<file path="config.mk">
export PLATFORM = sky130hd
export DESIGN_NAME = hilo_mult_ctrl
export DESIGN_NICKNAME = d
export VERILOG_FILES = /design/src/rtl/hilo_mult_ctrl.sv
export SDC_FILE = /design/constraint.sdc
export NUM_CORES = 1
export LEC_CHECK = 0
export ABC_AREA = 1
export CAP_MARGIN = 20
export CORE_MARGIN = 4
export CORE_UTILIZATION = 49
export DETAILED_ROUTE_END_ITERATION = 8
export PLACE_DENSITY = 0.85
export SLEW_MARGIN = 20
export SYNTH_ARGS = -nofsm -noshare
export SYNTH_HDL_FRONTEND = slang
export SYNTH_SLANG_ARGS = --single-unit
</file>
<file path="constraint.sdc">
create_clock -name CLK -period 2 [get_ports CLK]
set_input_delay 0.4 -clock CLK [delete_from_list [all_inputs] [get_ports CLK]]
set_output_delay 0.4 -clock CLK [all_outputs]
set_load 0.02 [all_outputs]
</file>
<file path="src/rtl/hilo_mult_ctrl.sv">
// hilo_mult_ctrl: sequential wrapper around the combinational MULT32 array.
// Registers operand magnitudes, waits LATENCY cycles for the ripple array to
// settle, then captures the sign-corrected 64-bit product into HI/LO.
// Also handles MTHI/MTLO moves and drives BUSY/DONE for the pipeline.
// Optional feature: define MULT_ACC_EN to enable MADD/MADDU accumulation.

module hilo_mult_ctrl #(
   parameter int unsigned LATENCY = 4  // settle cycles, legal 1..15
) (
   input  logic        CLK,
   input  logic        RST_N,
   input  logic        START,
   input  logic        SIGNED,
   input  logic [31:0] RS,
   input  logic [31:0] RT,
   input  logic        FLUSH,
   input  logic        MTHI,
   input  logic        MTLO,
   input  logic [31:0] WDATA,
   input  logic        ACC,
   output logic [31:0] MUL_OP1,
   output logic [31:0] MUL_OP2,
   input  logic [31:0] MUL_HI,
   input  logic [31:0] MUL_LO,
   output logic [31:0] HI,
   output logic [31:0] LO,
   output logic        BUSY,
   output logic        DONE
);

   typedef enum logic [0:0] {StIdle, StRun} state_e;

   localparam logic [3:0] CntInit = 4'(LATENCY - 1);

   state_e      state_q;
   logic [3:0]  cnt_q;
   logic        neg_q;
   logic [31:0] op1_q, op2_q;
   logic [31:0] hi_q, lo_q;
   logic        busy_q, done_q;

   logic [31:0] op1_d, op2_d;
   logic        neg_d;
   logic [63:0] prod_raw, prod_fix, hilo_new;

`ifdef MULT_ACC_EN
   logic        acc_q;
`else
   logic        unused_acc;
   assign unused_acc = ACC;
`endif

   // Operand conditioning: magnitudes for signed ops. 0x80000000 maps to
   // itself, which is the correct unsigned magnitude 2^31.
   always_comb begin
      op1_d = (SIGNED & RS[31]) ? (~RS + 32'd1) : RS;
      op2_d = (SIGNED & RT[31]) ? (~RT + 32'd1) : RT;
      neg_d = SIGNED & (RS[31] ^ RT[31]);
   end

   // Sign correction of the settled array output, plus optional accumulate.
   always_comb begin
      prod_raw = {MUL_HI, MUL_LO};
      prod_fix = neg_q ? (~prod_raw + 64'd1) : prod_raw;
      hilo_new = prod_fix;
`ifdef MULT_ACC_EN
      if (acc_q) begin
         hilo_new = {hi_q, lo_q} + prod_fix;
      end
`endif
   end

   // Control FSM with registered outputs; FLUSH beats the final capture edge.
   always_ff @(posedge CLK or negedge RST_N) begin
      if (!RST_N) begin
         state_q <= StIdle;
         cnt_q   <= 4'd0;
         neg_q   <= 1'b0;
         op1_q   <= 32'd0;
         op2_q   <= 32'd0;
         hi_q    <= 32'd0;
         lo_q    <= 32'd0;
         busy_q  <= 1'b0;
         done_q  <= 1'b0;
`ifdef MULT_ACC_EN
         acc_q   <= 1'b0;
`endif
      end else begin
         done_q <= 1'b0;
         unique case (state_q)
            StIdle: begin
               if (START) begin
                  op1_q   <= op1_d;
                  op2_q   <= op2_d;
                  neg_q   <= neg_d;
                  cnt_q   <= CntInit;
                  state_q <= StRun;
                  busy_q  <= 1'b1;
`ifdef MULT_ACC_EN
                  acc_q   <= ACC;
`endif
               end else begin
                  if (MTHI) hi_q <= WDATA;
                  if (MTLO) lo_q <= WDATA;
               end
            end
            StRun: begin
               if (FLUSH) begin
                  state_q <= StIdle;
                  busy_q  <= 1'b0;
               end else if (cnt_q != 4'd0) begin
                  cnt_q <= cnt_q - 4'd1;
               end else begin
                  hi_q    <= hilo_new[63:32];
                  lo_q    <= hilo_new[31:0];
                  state_q <= StIdle;
                  busy_q  <= 1'b0;
                  done_q  <= 1'b1;
               end
            end
            default: begin
               state_q <= StIdle;
               busy_q  <= 1'b0;
            end
         endcase
      end
   end

   assign MUL_OP1 = op1_q;
   assign MUL_OP2 = op2_q;
   assign HI      = hi_q;
   assign LO      = lo_q;
   assign BUSY    = busy_q;
   assign DONE    = done_q;

endmodule

</file>
# ---- After elaboration in Yosys (flattened, before gate mapping)
# Cells that the tools add are included.
dict set report classes {
  n_addsub 4
  n_eq_ne 8
  n_mux 28
  n_bitwise 8
  n_reduce_logical 6
}
# op n
set op_table {}
lappend op_table {{$mux 32} 10}
lappend op_table {{$pmux 32 s2} 2}
lappend op_table {{$add 32x1->32 const B} 2}
lappend op_table {{$add 64x1->64 const B} 1}
lappend op_table {{$mux 64} 1}
lappend op_table {{$not 32->32} 2}
lappend op_table {{$not 64->64} 1}
lappend op_table {{$mux 4} 3}
lappend op_table {{$ne 2x2->1 const B} 6}
lappend op_table {{$mux 1} 9}
lappend op_table {{$pmux 4 s2} 1}
lappend op_table {{$reduce_and 4->1} 2}
lappend op_table {{$pmux 1 s2} 2}
lappend op_table {{$reduce_and 2->1} 2}
lappend op_table {{$reduce_bool 4->1} 1}
lappend op_table {{$sub 4x1->4 const B} 1}
lappend op_table {{$and 1x1->1} 3}
lappend op_table {{$ne 3x3->1 const B} 1}
lappend op_table {{$reduce_and 3->1} 1}
lappend op_table {{$ne 2x1->1 const B} 1}
lappend op_table {{$not 1->1} 1}
lappend op_table {{$xor 1x1->1} 1}
dict set report word_totals {
  register_bits 136
  input_bits 168
  output_inout_bits 130
  wordCells 63
}

# ---- Logic depth before layout (Yosys ltp)
# Gate-level depths: netlist (run 1).
dict set report logic_depth {
  word_depth 6
  mapped_depth 12
  depth_no_buf 12
}

# ---- Worst setup path before layout (run 1)
# No wires, ideal clock.
dict set report synth_path {
  path_kind {in2reg}
  startpoint {input MUL_LO[0]}
  endpoint {register hi_q[14], in the netlist HI[14]}
  setup_ns 0.122
  t_arrival_ns 1.555
  required_ns 1.878
  slack_ns 0.323
  cell_stages 11
  path_buffers 0
  path_cell_list {inv_1 > ha_1 > nand3_2 > nor2_4 > nand3_2 > nor2_1 > nand2_1 > nand2_1 > nand2_1 > nand3_1 > a21boi_1}
}
dict set report synth_via {
  elab_chain_cells 6
}
# element line_no
set synth_lines {}
lappend synth_lines {{from (decl)} 24} ;# input logic [31:0] MUL_LO,
lappend synth_lines {{$not 64->64} 64} ;# prod_fix = neg_q ? (~prod_raw + 64'd1) : prod_raw;
lappend synth_lines {{$add 64x1->64} 64}
lappend synth_lines {{$mux 64} 64}
lappend synth_lines {{$mux 32} 111} ;# end else if (cnt_q != 4'd0) begin
lappend synth_lines {{$mux 32} 108} ;# if (FLUSH) begin
lappend synth_lines {{$pmux 32 s2} 90} ;# unique case (state_q)
lappend synth_lines {{to (signal assigned)} 114} ;# hi_q <= hilo_new[63:32];
lappend synth_lines {{to (decl)} 39} ;# logic [31:0] hi_q, lo_q;
# No other way between the ends. The select of a mux whose other input is x is not followed.
# A chain may end at the register's enable or synchronous reset.

# ---- Worst setup path in the final report (run 1)
dict set report layout_path {
  startpoint {input MUL_LO[31]}
  endpoint {register hi_q[17], in the netlist HI[17]}
}
# Same word-level chain as after synthesis.

==> results of run 1 <==
[through the flow]
step / setup TNS, ps / std cells / util (%)
6_report: -28.35 / 2286 / 78.98
5_1_grt: -164.0 / 2286 / 78.98
4_1_cts: 0 / 2279 / 78.17
3_5_place_dp: -22490 / 2246 / 74.80
3_3_place_gp: -17410 / 2246 / 74.80
2_1_floorplan: 0 / 1525 / -
[layout make-up]
class / count / area share [%]
Clock buffer: 21 / 2.947
Clock inverter: 11 / 1.233
Inverter: 182 / 4.421
Multi-Input combinational cell: 1152 / 36.75
Sequential cell: 136 / 21.80
Tap cell: 265 / 2.122
Timing Repair Buffer: 518 / 30.69
Timing Repair inverter: 1 / 0.03204
[cells by family after synthesis]
group	count (synthesis)	synth area share (%)
XOR/XNOR	32	2.803
buffers and inverters	238	9.598
adder cells (fa/ha/maj)	4	0.5006
AO/OA/AOI/OAI	235	15.07
AND/OR/NAND/NOR	880	37.99
flip-flops	136	34.04
[cell usage after synthesis, types with 6 or more instances]
master / instances / area share, %
a21boi_1: 16 / 1.2
a21oi_1: 65 / 3.3
a22oi_1: 15 / 1.1
a2bb2oi_1: 6 / 0.53
a2bb2oi_2: 13 / 2.0
a31oi_1: 7 / 0.44
buf_1: 7 / 0.26
buf_2: 22 / 1.1
clkbuf_1: 21 / 0.79
dfrtp_1: 136 / 34
inv_1: 177 / 6.6
nand2_1: 411 / 15
nand2_2: 12 / 0.75
nand3_1: 170 / 8.5
nand3b_1: 9 / 0.68
nand4_1: 27 / 1.7
nor2_1: 210 / 7.9
nor2_2: 13 / 0.81
nor3_1: 10 / 0.50
o211ai_1: 7 / 0.53
o21a_1: 8 / 0.60
o21ai_0: 77 / 3.9
o21ai_1: 9 / 0.45
xor2_1: 28 / 2.5
[layer usage]
| layer | global-route usage (%) | wire [µm] | vias to the layer above |
|---|---|---|---|
| met2 | 62.20 | 20210 | 781 |
| met4 | 14.10 | 1867 | 0 |
| li1 | - | - | 5924 |
| met1 | 46.60 | 16520 | 5830 |
| met3 | 8.947 | 4697 | 107 |
| met5 | 0 | 0 | - |
[worst max path at each step]
stage               endpoint       start  slack (ps)  depth (start not counted)
global route          HI[17]  MUL_LO[29]         -50                         12
floorplan             HI[14]   MUL_LO[0]         320                         11
detailed placement    HI[16]   MUL_LO[1]        -390                         14
finish                HI[17]  MUL_LO[31]         -30                         11
CTS                   HI[28]   MUL_LO[1]           4                         12
global placement      HI[16]   MUL_LO[1]        -330                         14
[placed cells by master (no fill, tap or decap), types with 9 or more instances in the layout]
cell and instances:
a21oi_1 62, o21ai_1 11, nand2_2 14, clkbuf_16 17, nand4_1 27, inv_1 174
nand3_1 170, nand3b_1 9, nor3_1 10, a22oi_1 15, buf_4 208, xor2_1 28
nand2_1 409, o21ai_0 75, clkdlybuf4s50_1 292, a21boi_1 13, nor2_1 197, dfrtp_1 134
nor2_2 24, buf_12 12, a2bb2oi_2 13
[flip-flops by register name, indices dropped and copies added (netlist names)]
signal   flops
neg_q        1
HI          32
DONE         1
cnt_q        4
MUL_OP2     32
MUL_OP1     32
state_q      1
BUSY         1
LO          32
[power groups by stage]
stage / Sequential, W / Clock [W] / Combinational (W)
4_1_cts: 0.00466 / 0.00360 / 0.00867
3_3_place_gp: 0.00463 / 0 / 0.00843
2_1_floorplan: 0.00576 / 0 / 0.00308
3_5_place_dp: 0.00466 / 0 / 0.00859
5_1_grt: 0.00478 / 0.00374 / 0.00944
6_report: 0.00468 / 0.00362 / 0.00885
[repair_timing]
item / CTS / global route
resized for setup: 1 / 39
setup buffers: 0 / 5
cloned: 0 / 2
pin swaps: 0 / 4
hold buffers: 1 / 0
setup endpoints to repair: 1 / 42
endpoints found under the hold margin: 37 / 0
==> results_dict.tcl, run 1 <==
set metrics [dict create \
    hpwl_um 33640 \
    slew_viol_final 0 \
    cp_num_buf_inv 3 \
    largest_net_degree_at_the_start_of_global_routing 64 \
    grt_first_pass_wirelength_um 65140 \
    cell_at_the_slowest_stage_of_the_critical_path "clkdlybuf4s50_1" \
    post-layout-total-power_w 0.01715 \
    level_count_of_the_clock_h_tree 4 \
    cts_root_buf "clkbuf_16" \
    postSynthCellCount 1525 \
    whs_ps 451.0 \
    violations_in_the_final_reports "negative setup slack" \
    total_switching_power_w 0.006980 \
    max_slew_margin_pct 70.23 \
    synth_sequential_area_ratio_pct 34.04 \
    setup_violations_final 1 \
    crit_arrival_ps 2370 \
    timing.final.hold_violations 0 \
    number_of_global_route_vias_before_repair 12100 \
    power_frac_clock_pct 21.1 \
    remaining_drc_errors 0 \
    netSwitchingFraction_pct 40.71 \
    floorplan.initialDensity_pct 50.54 \
    row_count 51 \
    dp_worst_setup_slack_ps -385.4 \
    yosys_register_bits 136 \
    fin_worst_skew_ps 11.98 \
    die_height_um 150.8 \
    filler_cell_count 1486 \
    numClockSinks 136 \
    avgViaCountPerCell 5.530 \
    area_used_by_multi_input_combinational_logic_um2 5742 \
    cp_top_family "simple AND/OR/NAND/NOR gates" \
    die_width_um 150.8 \
    worst-path-max-fanout 4 \
    postPlaceCellArea_um2 14800 \
    yosysWarnings 0 \
    cts_tree "yes" \
    r2r_end "HI[5]" \
    clk-insertion-delay-late_ps 440 \
    mappedNetlistArea_um2 9998 \
    placement.io_buffers 296 \
    synth_enable_flop_cells 0 \
    r2r_setup_slack_ps 100 \
    internal_power_w 0.01017 \
    peakVddDrop_mv 0.7590 \
    ratio_of_cells_with_drive_above_1_in_the_final_layout_pct 17.07 \
    max_cap_viols 0 \
    async_flop_share_pct 100.0 \
    drt_pass_1_iters 6 \
    dr_total_vias 12640 \
    critical-path-top-cell-by-count "nor2_1" \
    antenna_cells_inserted 0 \
    post-route-period-util_pct 101.4 \
    timing.critical_path.required_ps 2340 \
    timing.critical_path.slowest_cell_delay_ps 500 \
    hp-class "primary input to async pin" \
    worst_slew_pin_slew_ps 446.5 \
    gr-usage-all-layers_pct 37.17 \
    ctsLongestPathBuffers 2 \
    power.density_cell_area_nw_per_um2 1098 \
    postRouteAntennaNets 0 \
    clk_pin_slew_ps 60 \
    routabilityCongestion 1.032 \
    worst_setup_path_end_kind "flop" \
    drt_total_wl_um 43290 \
    postSynthNetCount 1697 \
    finish.net_count 2180 \
    finalInstanceArea_um2 15620 \
    layout-area-overhead-vs-synth_pct 56.25 \
    io-pin-count 298 \
    depth_of_the_worst_register_to_register_path 11 \
    regToRegStartpoint "cnt_q[1]" \
    wl_per_cell_um 18.94 \
    dr.first_iter.drc_count 1193 \
    max_clock_freq_mhz 493.0 \
    path_class "primary input to flop" \
    seq_area_um2 3406 \
    status "finished, violations left" \
    synth.avg_cell_area_um2 6.556 \
    setup_slack_ps -28.35 \
    yosysUniqueCellTypes 47 \
    p_comb_share_pct 51.6 \
    cp-start-kind "primary input" \
    cts_inserted_buffers 17 \
    layout_min_cycle_time_ps 2028 \
    grt_setup_unrepaired "true" \
    coreArea_um2 19780 \
    grt_remaining_overflow 0 \
    crit_chain "clkdlybuf4s50_1 -> nor2_1 -> nand2_1 -> nor2_1 -> buf_4 -> nor2_1 -> inv_1 -> nand4_1 -> nand2_1 -> nand3_1 -> a21boi_1" \
    leakagePower_nw 7.450 \
    power_share_of_the_sequential_group_pct 27.3 \
    die-area_um2 22750 \
    synth_flop_cell "dfrtp_1" \
    grt_antenna_before_repair 0 \
]
Power figures use the tool's default switching activity.
==> run 2: changes to the inputs <==
--- a/config.mk
+++ b/config.mk
@@ -10,7 +10,7 @@
 export CORE_MARGIN = 4
 export CORE_UTILIZATION = 49
 export DETAILED_ROUTE_END_ITERATION = 8
-export PLACE_DENSITY = 0.85
+export PLACE_DENSITY = 0.83
 export SLEW_MARGIN = 20
 export SYNTH_ARGS = -nofsm -noshare
 export SYNTH_HDL_FRONTEND = slang
==> results_dict.tcl, run 2 (synthesis results as in run 1) <==
set metrics [dict create \
    internal_power_w 0.009824 \
    grt_setup_unrepaired "true" \
    drt_total_wl_um 41750 \
    filler_cell_count 1470 \
    whs_ps 480.1 \
    peakVddDrop_mv 0.6456 \
    power_frac_clock_pct 19.9 \
    wl_per_cell_um 18.21 \
    dr.first_iter.drc_count 1081 \
    avgViaCountPerCell 5.440 \
    timing.critical_path.required_ps 2300 \
    post-route-period-util_pct 98.66 \
    max_slew_margin_pct 54.83 \
    path_class "flop to flop" \
    most-common-layout-cells "nand2_1, clkdlybuf4s50_1, buf_4" \
    r2r_end "HI[1]" \
    r2r_setup_slack_ps 30 \
    worstSetupStartpoint "cnt_q[0]" \
    total_switching_power_w 0.006866 \
    ratio_of_cells_with_drive_above_1_in_the_final_layout_pct 17.56 \
    cts_tree "yes" \
    timing.critical_path.slowest_cell_delay_ps 370 \
    numClockSinks 136 \
    regToRegStartpoint "cnt_q[0]" \
    grt_first_pass_wirelength_um 63180 \
    max_cap_viols 0 \
    ctsLongestPathBuffers 2 \
    level_count_of_the_clock_h_tree 4 \
    worst_slew_pin_slew_ps 677.5 \
    row_count 51 \
    slew_viol_final 0 \
    power.density_cell_area_nw_per_um2 1072 \
    critical-path-top-cell-by-count "nor2_2" \
    max_clock_freq_mhz 506.8 \
    cts_inserted_buffers 17 \
    cp-start-kind "flop" \
    crit_chain "inv_1 -> ha_1 -> nand2_1 -> nor2_2 -> nor2_2 -> nor2_4 -> buf_4 -> o21ai_2 -> a21oi_1 -> a21boi_1" \
    layout-area-overhead-vs-synth_pct 55.79 \
    drt_pass_1_iters 8 \
    clk-insertion-delay-late_ps 430 \
    clk_pin_slew_ps 60 \
    number_of_global_route_vias_before_repair 12150 \
    postRouteAntennaNets 0 \
    gr-usage-all-layers_pct 35.57 \
    hp-class "primary input to async pin" \
    grt_remaining_overflow 0 \
    worst-path-max-fanout 5 \
    worst_setup_path_end_kind "flop" \
    status "finished, final reports clean" \
    remaining_drc_errors 0 \
    netSwitchingFraction_pct 41.14 \
    leakagePower_nw 7.399 \
    die_width_um 150.8 \
    power_share_of_the_sequential_group_pct 27.8 \
    coreArea_um2 19780 \
    finish.net_count 2186 \
    hpwl_um 32310 \
    placement.io_buffers 296 \
    setup_violations_final 0 \
    io-pin-count 298 \
    finalInstanceArea_um2 15580 \
    layout_min_cycle_time_ps 1973 \
    cts_root_buf "clkbuf_16" \
    grt_antenna_before_repair 0 \
    most_common_cell_after_layout_fill_and_taps_aside "nand2_1" \
    crit_arrival_ps 2270 \
    die-area_um2 22750 \
    timing.final.hold_violations 0 \
    die_height_um 150.8 \
    depth_of_the_worst_register_to_register_path 10 \
    postPlaceCellArea_um2 14720 \
    floorplan.initialDensity_pct 50.54 \
    largest_net_degree_at_the_start_of_global_routing 59 \
    dr_total_vias 12480 \
    cell_at_the_slowest_stage_of_the_critical_path "dfrtp_1" \
    routabilityCongestion 0.9745 \
    p_comb_share_pct 52.3 \
    final_util_pct 78.74 \
    setup_total_negative_slack_ps 0 \
    fin_worst_skew_ps 9.884 \
]
## run 2: changes by cell type in the layout (fill, tap and decap cells not counted), moves of 5 or more
cell    change
buf_12      -5
nor2_1      -6
buf_4      +10
nor2_2      +6
## run 2: critical path, delay by kind of cell, from the launching register on
family,cells,cell delay (ps)
compound gates,3,620
simple gates,4,390
flops,1,370
buf+inv,2,270
fa+ha+maj,1,180
## run 2: layer usage
metal	part of all wire, %	vias to the layer above	GRT usage (%)
li1	-	5931	-
met2	46	696	58.14
met4	4.8	0	16.14
met3	10	125	8.827
met5	0	-	0
met1	39	5723	44.51
## run 2: power by group through the flow
| stage | logic (W) | clock network, W | registers [W] |
|---|---|---|---|
| floorplan | 0.00308 | 0 | 0.00576 |
| global placement | 0.00828 | 0 | 0.00460 |
| detailed placement | 0.00846 | 0 | 0.00463 |
| CTS | 0.00851 | 0.00335 | 0.00460 |
| global route | 0.00935 | 0.00349 | 0.00475 |
| finish | 0.00873 | 0.00333 | 0.00463 |
## run 2: per-stage QoR
stage,instances,worst slack [ps],total power (W)
2_1_floorplan,1525,322.6,0.008848
3_3_place_gp,2246,-359.4,0.01288
3_5_place_dp,2246,-366.1,0.01309
4_1_cts,2279,10.13,0.01646
5_1_grt,2292,-29.88,0.01759
6_report,2293,26.85,0.01669
## run 2: worst max-delay path by stage
| stage | cells past startpoint | end |
|---|---|---|
| 2_1_floorplan | 11 | HI[14] |
| 6_report | 10 | HI[1] |
| 5_1_grt | 10 | HI[1] |
| 3_5_place_dp | 12 | HI[14] |
| 3_3_place_gp | 12 | HI[22] |
| 4_1_cts | 10 | LO[30] |
## run 2: area by class of cell
cell class / instances / area (µm²) / share of cell area, %
antenna: 1 / 2.502 / 0.01607
tap: 265 / 331.6 / 2.129
sequential: 136 / 3408 / 21.88
inverter: 182 / 690.7 / 4.434
timing repair buffer: 524 / 4782 / 30.70
clock buffer: 18 / 429.2 / 2.755
clock inverter: 14 / 172.7 / 1.109
multi-input combinational: 1153 / 5759 / 36.97
## run 2: what timing repair did
item / in CTS / in global routing
setup endpoints to repair: 0 / 58
hold buffers: 1 / 0
buffers inserted: 0 / 11
endpoints found under the hold margin: 40 / 0
gates resized for setup: 0 / 43
